==> src/rtl/isram_arbiter.sv <==
// isram_arbiter: shares the single-port instruction SRAM between fetch and the LSU.
// Optional feature macro: ISRAM_FETCH_HOLD_EN adds a fetch-word hold register.
module isram_arbiter #(
    parameter int MAX_LS_RUN = 4,
    parameter int CNT_W      = 4
) (
    input  logic        clk,
    input  logic        cpurst,
    input  logic        fet_req,
    input  logic [28:0] fet_adr,
    output logic        fet_gnt,
    output logic        fet_rvalid,
    output logic [63:0] fet_rdata,
    output logic        fet_stall,
    input  logic        ls_req,
    input  logic        ls_we,
    input  logic [28:0] ls_adr,
    input  logic [63:0] ls_wdata,
    input  logic [7:0]  ls_wmask,
    output logic        ls_gnt,
    output logic        ls_rvalid,
    output logic [63:0] ls_rdata,
    output logic        lr_isram_cs,
    output logic        lr_isram_cs_ff,
    output logic        isram_cs,
    output logic        isram_we,
    output logic [28:0] isram_adr,
    output logic [63:0] isram_wdata,
    output logic [7:0]  isram_wmask,
    input  logic [63:0] isram_rdata
);
    typedef enum logic [1:0] {
        S_IDLE = 2'd0,
        S_FET  = 2'd1,
        S_LSR  = 2'd2,
        S_LSW  = 2'd3
    } state_t;

    state_t           r_state;
    state_t           w_next_state;
    logic [CNT_W-1:0] r_run_cnt;
    logic [CNT_W-1:0] w_run_cnt_next;
    logic             r_lr_cs_ff;
    logic             w_force_fet;

    // LSU has priority unless it has starved a pending fetch for MAX_LS_RUN grants
    always_comb begin
        w_force_fet    = fet_req & ls_req & (r_run_cnt == CNT_W'(MAX_LS_RUN));
        ls_gnt         = ~cpurst & ls_req & ~w_force_fet;
        fet_gnt        = ~cpurst & fet_req & ~ls_gnt;
        isram_cs       = ls_gnt | fet_gnt;
        isram_we       = ls_gnt & ls_we;
        isram_adr      = ls_gnt ? ls_adr : fet_adr;
        isram_wdata    = ls_wdata;
        isram_wmask    = isram_we ? ls_wmask : 8'h00;
        w_next_state   = fet_gnt ? S_FET : ls_gnt ? (ls_we ? S_LSW : S_LSR) : S_IDLE;
        w_run_cnt_next = (fet_gnt | ~fet_req) ? '0 :
                         (ls_gnt && r_run_cnt != CNT_W'(MAX_LS_RUN)) ? r_run_cnt + CNT_W'(1) :
                         r_run_cnt;
    end

    // Remember last cycle's access so read data can be steered back a cycle later
    always_ff @(posedge clk or posedge cpurst) begin
        if (cpurst) begin
            r_state    <= S_IDLE;
            r_run_cnt  <= '0;
            r_lr_cs_ff <= 1'b0;
        end else begin
            r_state    <= w_next_state;
            r_run_cnt  <= w_run_cnt_next;
            r_lr_cs_ff <= ls_gnt;
        end
    end

    assign fet_stall      = fet_req & ~fet_gnt;
    assign lr_isram_cs    = ls_gnt;
    assign lr_isram_cs_ff = r_lr_cs_ff;
    assign fet_rvalid     = (r_state == S_FET);
    assign ls_rvalid      = (r_state == S_LSR);
    assign ls_rdata       = isram_rdata;

`ifdef ISRAM_FETCH_HOLD_EN
    logic [63:0] r_fet_hold;

    // Keep the last fetch word so LSU reads cannot clobber what fetch sees
    always_ff @(posedge clk or posedge cpurst) begin
        if (cpurst)
            r_fet_hold <= '0;
        else if (fet_rvalid)
            r_fet_hold <= isram_rdata;
    end

    assign fet_rdata = r_lr_cs_ff ? r_fet_hold : isram_rdata;
`else
    assign fet_rdata = isram_rdata;
`endif
endmodule
==> config.mk <==
export PLATFORM = sky130hd
export DESIGN_NAME = isram_arbiter
export DESIGN_NICKNAME = d
export VERILOG_FILES = /design/src/rtl/isram_arbiter.sv
export SDC_FILE = /design/constraint.sdc
export NUM_CORES = 1
export LEC_CHECK = 0
export CAP_MARGIN = 40
export CORE_AREA = 3 3 169 171
export CTS_BUF_LIST = sky130_fd_sc_hd__clkbuf_4 sky130_fd_sc_hd__clkbuf_8 sky130_fd_sc_hd__clkbuf_16
export DETAILED_ROUTE_END_ITERATION = 6
export DIE_AREA = 0 0 172 174
export PLACE_DENSITY_LB_ADDON = 0.12
export SYNTH_ARGS = -nofsm -noshare
export SYNTH_HDL_FRONTEND = slang
export SYNTH_SLANG_ARGS = --single-unit
==> constraint.sdc <==
create_clock -name clk -period 2.8 [get_ports clk]
set_input_delay 0.42 -clock clk [delete_from_list [all_inputs] [get_ports clk]]
set_output_delay 0.42 -clock clk [all_outputs]
set_load 0.03 [all_outputs]
**Word-level counts from Yosys, hierarchy flattened**

Cells that the tools add are included.
W data, S select, Z words.

- $add $sub $neg: 1
- Equality and inequality tests: 4
- Multiplexer cells: 7
- Bitwise logic cells: 15
- Reduce and logical (&&, ||, !) cells: 2

Operator list:

| cell | number |
|---|---|
| $mux W29 | 1 |
| $and A1 B1 Y1 | 8 |
| $mux W4 | 2 |
| $mux W8 | 1 |
| $not A1 Y1 | 5 |
| $add A4 B1 Y4 const B | 1 |
| $eq A4 B3 Y1 const B | 1 |
| $mux W2 | 2 |
| $ne A4 B3 Y1 const B | 1 |
| $eq A2 B1 Y1 const B | 1 |
| $eq A2 B2 Y1 const B | 1 |
| $or A1 B1 Y1 | 2 |
| $reduce_bool A2 Y1 | 1 |
| $logic_and A1 B1 Y1 | 1 |
| $mux W1 | 1 |

- Bits in registers: 7
- Input port bits: 199
- Logic and storage cells: 32

**Longest topological paths before layout**

- Word-level depth: 8
- Mapped depth: 7
- Mapped depth without buffers: 6

**Least setup slack after synthesis**

No wires, ideal clock.

- Kind: register to output
- From: register r_run_cnt[0]
- To: output port isram_wmask[0]
- Data arrival time: 1690 ps
- Data required time: 2380 ps
- Setup slack: 690 ps
- Cell stages (with the launch flop): 8
- Path buffers: 1
- Path through: dfrtp_1 inv_1 ha_1 and3b_1 a21o_1 inv_1 buf_2 and3_1

- Cells in the longest elaborated chain, start to end: 6

RTL lines:

| what | line | source |
|---|---|---|
| start, declared | 41 | `logic [CNT_W-1:0] r_run_cnt;` |
| start signal, assigned | 70 | `r_run_cnt <= w_run_cnt_next;` |
| $eq A4 B3 Y1 | 48 | `w_force_fet = fet_req & ls_req & (r_run_cnt == CNT_W'(MAX_LS_RUN));` |
| $and A1 B1 Y1 | 48 |  |
| $not A1 Y1 | 49 | `ls_gnt = ~cpurst & ls_req & ~w_force_fet;` |
| $and A1 B1 Y1 | 49 |  |
| net lr_isram_cs | 23 | `output logic lr_isram_cs,` |
| $and A1 B1 Y1 | 52 | `isram_we = ls_gnt & ls_we;` |
| $mux W8 | 55 | `isram_wmask = isram_we ? ls_wmask : 8'h00;` |
| end, declared | 29 | `output logic [7:0] isram_wmask,` |

The timed path passes the listed nets, and every way through them passes these cells.

**Worst setup path after layout**

- From: register r_run_cnt[1]
- To: output port isram_wmask[5]

- Cells in the longest elaborated chain, start to end: 6

RTL lines:

| what | line |
|---|---|
| $eq A4 B3 Y1 | 48 |
| $and A1 B1 Y1 | 48 |
| $not A1 Y1 | 49 |
| $and A1 B1 Y1 | 49 |
| $and A1 B1 Y1 | 52 |
| $mux W8 | 55 |

Every way passes these cells.

==> impl_metrics.toml <==
[sta]
clock.fmax_mhz = 380
holdWs_ns = 0.568
rsz0062_at_grt = "false"
maxSlewHeadroom = 0.774
fin_crit_sh = 0.940
worstMarginPinSlew_ns = 0.338
hold_viol = 0
setup_viol = 0
slew_viol_final = 0
period_minus_slack_ns = 2.63
skew_ns = 0.00613

[global_route]
overflow = 0
antenna_found_initial = 0
grt_use_total = 0.0350
grt_max_degree = 20
grt_pass1_vias = 1440
grt_pass1_wl_mm = 8.18

[job]
drv_cap = 0

[min_path]
hp-class = "reg -> reg"
min_from = "r_run_cnt[1]$_DFFE_PP0P_"
whs_path_depth = 2
min_to = "r_run_cnt[1]$_DFFE_PP0P_"

[clock_tree]
cts.clk_slew.worst_paths_ns = 0.04
cts_hold_buffers = 0
cts-buffers-inserted = 3
cts_tree = "built"
htreeDepth = 1
cts_root_buffer = "clkbuf_16"
cts_buffer_depth = 2
clock_latency_ns = 0.23
clock-sinks = 7

[critical_path]
critical_path_arrival_ns = 2.21
path_cells = "inv_1, ha_1, and3b_1, a21o_2, buf_12, buf_4, clkinvlp_4, and3_1, buf_4"
required_ns = 2.38
rrSetupSlack_ns = 0.82
worstReg2RegEnd = "r_state[0]$_DFF_PP0_"
crit_path_end_kind = "primary output"
slowest_stage = "dfrtp_1"
cp_slowest_stage_delay_ns = 0.40
start_kind = "register"
crit_fanout = 19
path_class = "reg -> out"
r2r-start = "r_run_cnt[1]$_DFFE_PP0P_"
cpMostUsedCell = "buf_4"
reg2regPathDepth = 9

[logic_synthesis]
synth.yosys.seq_area_share = 0.0728
synth_nets = 481
async_flop_share = 1.00
synth_cell_types = 28
post-synth-top-area-cell = "buf_4"
synthCells = 280
synth_top_area_share = 0.602
yosys_warnings = 0
synth_area_per_cell_um2 = 8.59
netlist_area_um2 = 2400
ys_seq_elements = 7
ys.flop_type = "dfrtp_1"
synth_edf_count = 0
netlist_top_cells_area = "buf_4, mux2_4, dfrtp_1, and3_1, buf_6"

[floorplanning]
io_pins = 437
start_util = 0.0890
core-area_um2 = 27000
die_height_um = 174
die_w_um = 172
core.rowCount = 60
dieArea_um2 = 29900

[power]
leakage_nw = 1.10
power_density_nw_per_um2 = 281
max-vdd-ir-drop_v = 0.000131
power_uw = 732

[place]
io_buffers = 116
dp_hpwl_mm = 5.21
routabilityCongestion = 0.632

[final_layout]
fin_nets = 415
area_growth_pct = 8.48
antennaDiodeCount = 0
drive_gt1_frac = 0.300
fillers = 3142

[routing]
routed_via_density = 2.41
post_drt_wl_per_cell_um = 11.4
via_count = 1335
drt_first_pass_iters = 2
ant_nets = 0
drt_wl_total_mm = 6.30
drtIter0Drc = 35
drc = 0

[outcome]
status = "complete, no violations"
==> cells by family (layout without fill, tap and decap cells) <==
| logic type | count (synthesis) | count (layout) | synth area share |
|---|---|---|---|
| AOI/OAI and AO/OA | 8 | 8 | 0.0234 |
| adders and majority gates | 2 | 2 | 0.0104 |
| buffers and inverters | 205 | 138 | 0.635 |
| DFF | 7 | 7 | 0.0728 |
| muxes | 29 | 29 | 0.181 |
| and+or+nand+nor | 29 | 29 | 0.0775 |
==> power breakdown <==
group          internal, mW  switching, mW
Clock                 0.200         0.0588
Sequential            0.105        0.00181
Combinational         0.201          0.166
==> what timing repair did <==
action / 4_1_cts / 5_1_grt
pin swaps: 0 / 0
buffers inserted: 0 / 2
gates cloned: 0 / 1
endpoints found under the setup margin: 28 / 9
gates resized for setup: 25 / 1
==> placed cells by master (no fill, tap or decap), types with 2 or more instances in the layout <==
cell / synthesis / layout
buf_4: 193 / 26
clkbuf_16: 0 / 3
clkdlybuf4s50_1: 0 / 76
dfrtp_1: 7 / 7
clkinvlp_4: 0 / 2
and2_1: 2 / 2
mux2_4: 29 / 29
nand3_1: 5 / 5
and3_1: 8 / 8
inv_1: 6 / 5
ha_1: 2 / 2
dlygate4sd2_1: 0 / 24
a21boi_0: 2 / 2
nor2b_1: 2 / 2
nor2_1: 3 / 3
==> how the worst max path moves through the flow <==
stage	slack [ns]	depth (start not counted)	from	to
floorplan	0.69	7	r_run_cnt[0]$_DFFE_PP0P_	isram_wmask[0]
global placement	-0.02	6	cpurst	isram_adr[27]
detailed placement	-0.006	6	cpurst	isram_adr[0]
CTS	0.03	9	r_run_cnt[1]$_DFFE_PP0P_	isram_wmask[5]
global route	0.02	9	r_run_cnt[0]$_DFFE_PP0P_	isram_wmask[5]
finish	0.17	9	r_run_cnt[1]$_DFFE_PP0P_	isram_wmask[5]
==> Yosys cell counts, drive strengths merged, types with 2 or more instances <==
cell type  count
a21boi         2
and2           2
and3           8
buf          199
dfrtp          7
ha             2
inv            6
mux2          29
nand2b         2
nand3          5
nor2           3
nor2b          2
==> sequential cells by signal, summed over array words and instances, names as in the netlist <==
signal,flops
r_run_cnt,4
r_state,2
lr_isram_cs_ff,1
==> layout make-up <==
| class | instances | area, um^2 | share of cell area |
|---|---|---|---|
| multi-input cells | 68 | 704 | 0.270 |
| flip-flops and latches | 7 | 175 | 0.0671 |
| inverters | 6 | 26.3 | 0.0101 |
| repair buffers | 127 | 1190 | 0.455 |
| repair inverters | 1 | 7.51 | 0.00288 |
| clock buffers | 4 | 82.6 | 0.0317 |
| well taps | 341 | 427 | 0.164 |
==> per-layer routing <==
| layer | vias up | global-route usage | share of wire |
|---|---|---|---|
| li1 | 568 | - | - |
| met1 | 565 | 0.0296 | 0.31 |
| met2 | 118 | 0.0592 | 0.47 |
| met3 | 84 | 0.0168 | 0.14 |
| met4 | 0 | 0.0326 | 0.082 |
| met5 | - | 0 | 0 |
==> critical path: cells and delay by family (launching register included) <==
kind / cells / cell delay, ns
DFF: 1 / 0.40
and+or+nand+nor: 2 / 0.38
adders and majority gates: 1 / 0.19
AOI/OAI and AO/OA: 1 / 0.21
buffers and inverters: 5 / 0.77
==> metrics by stage <==
stage            util  worst slack, ns  cell area (um^2)  TNS (ns)  std cells
2_1_floorplan       -            0.690              2400         0        280
3_3_place_gp   0.0936          -0.0181              2530   -0.0748        547
3_5_place_dp   0.0936         -0.00630              2530   -0.0104        547
4_1_cts        0.0957           0.0330              2590         0        551
5_1_grt        0.0965           0.0248              2610         0        554
6_report       0.0965            0.167              2610         0        554
Power figures use the tool's default switching activity.
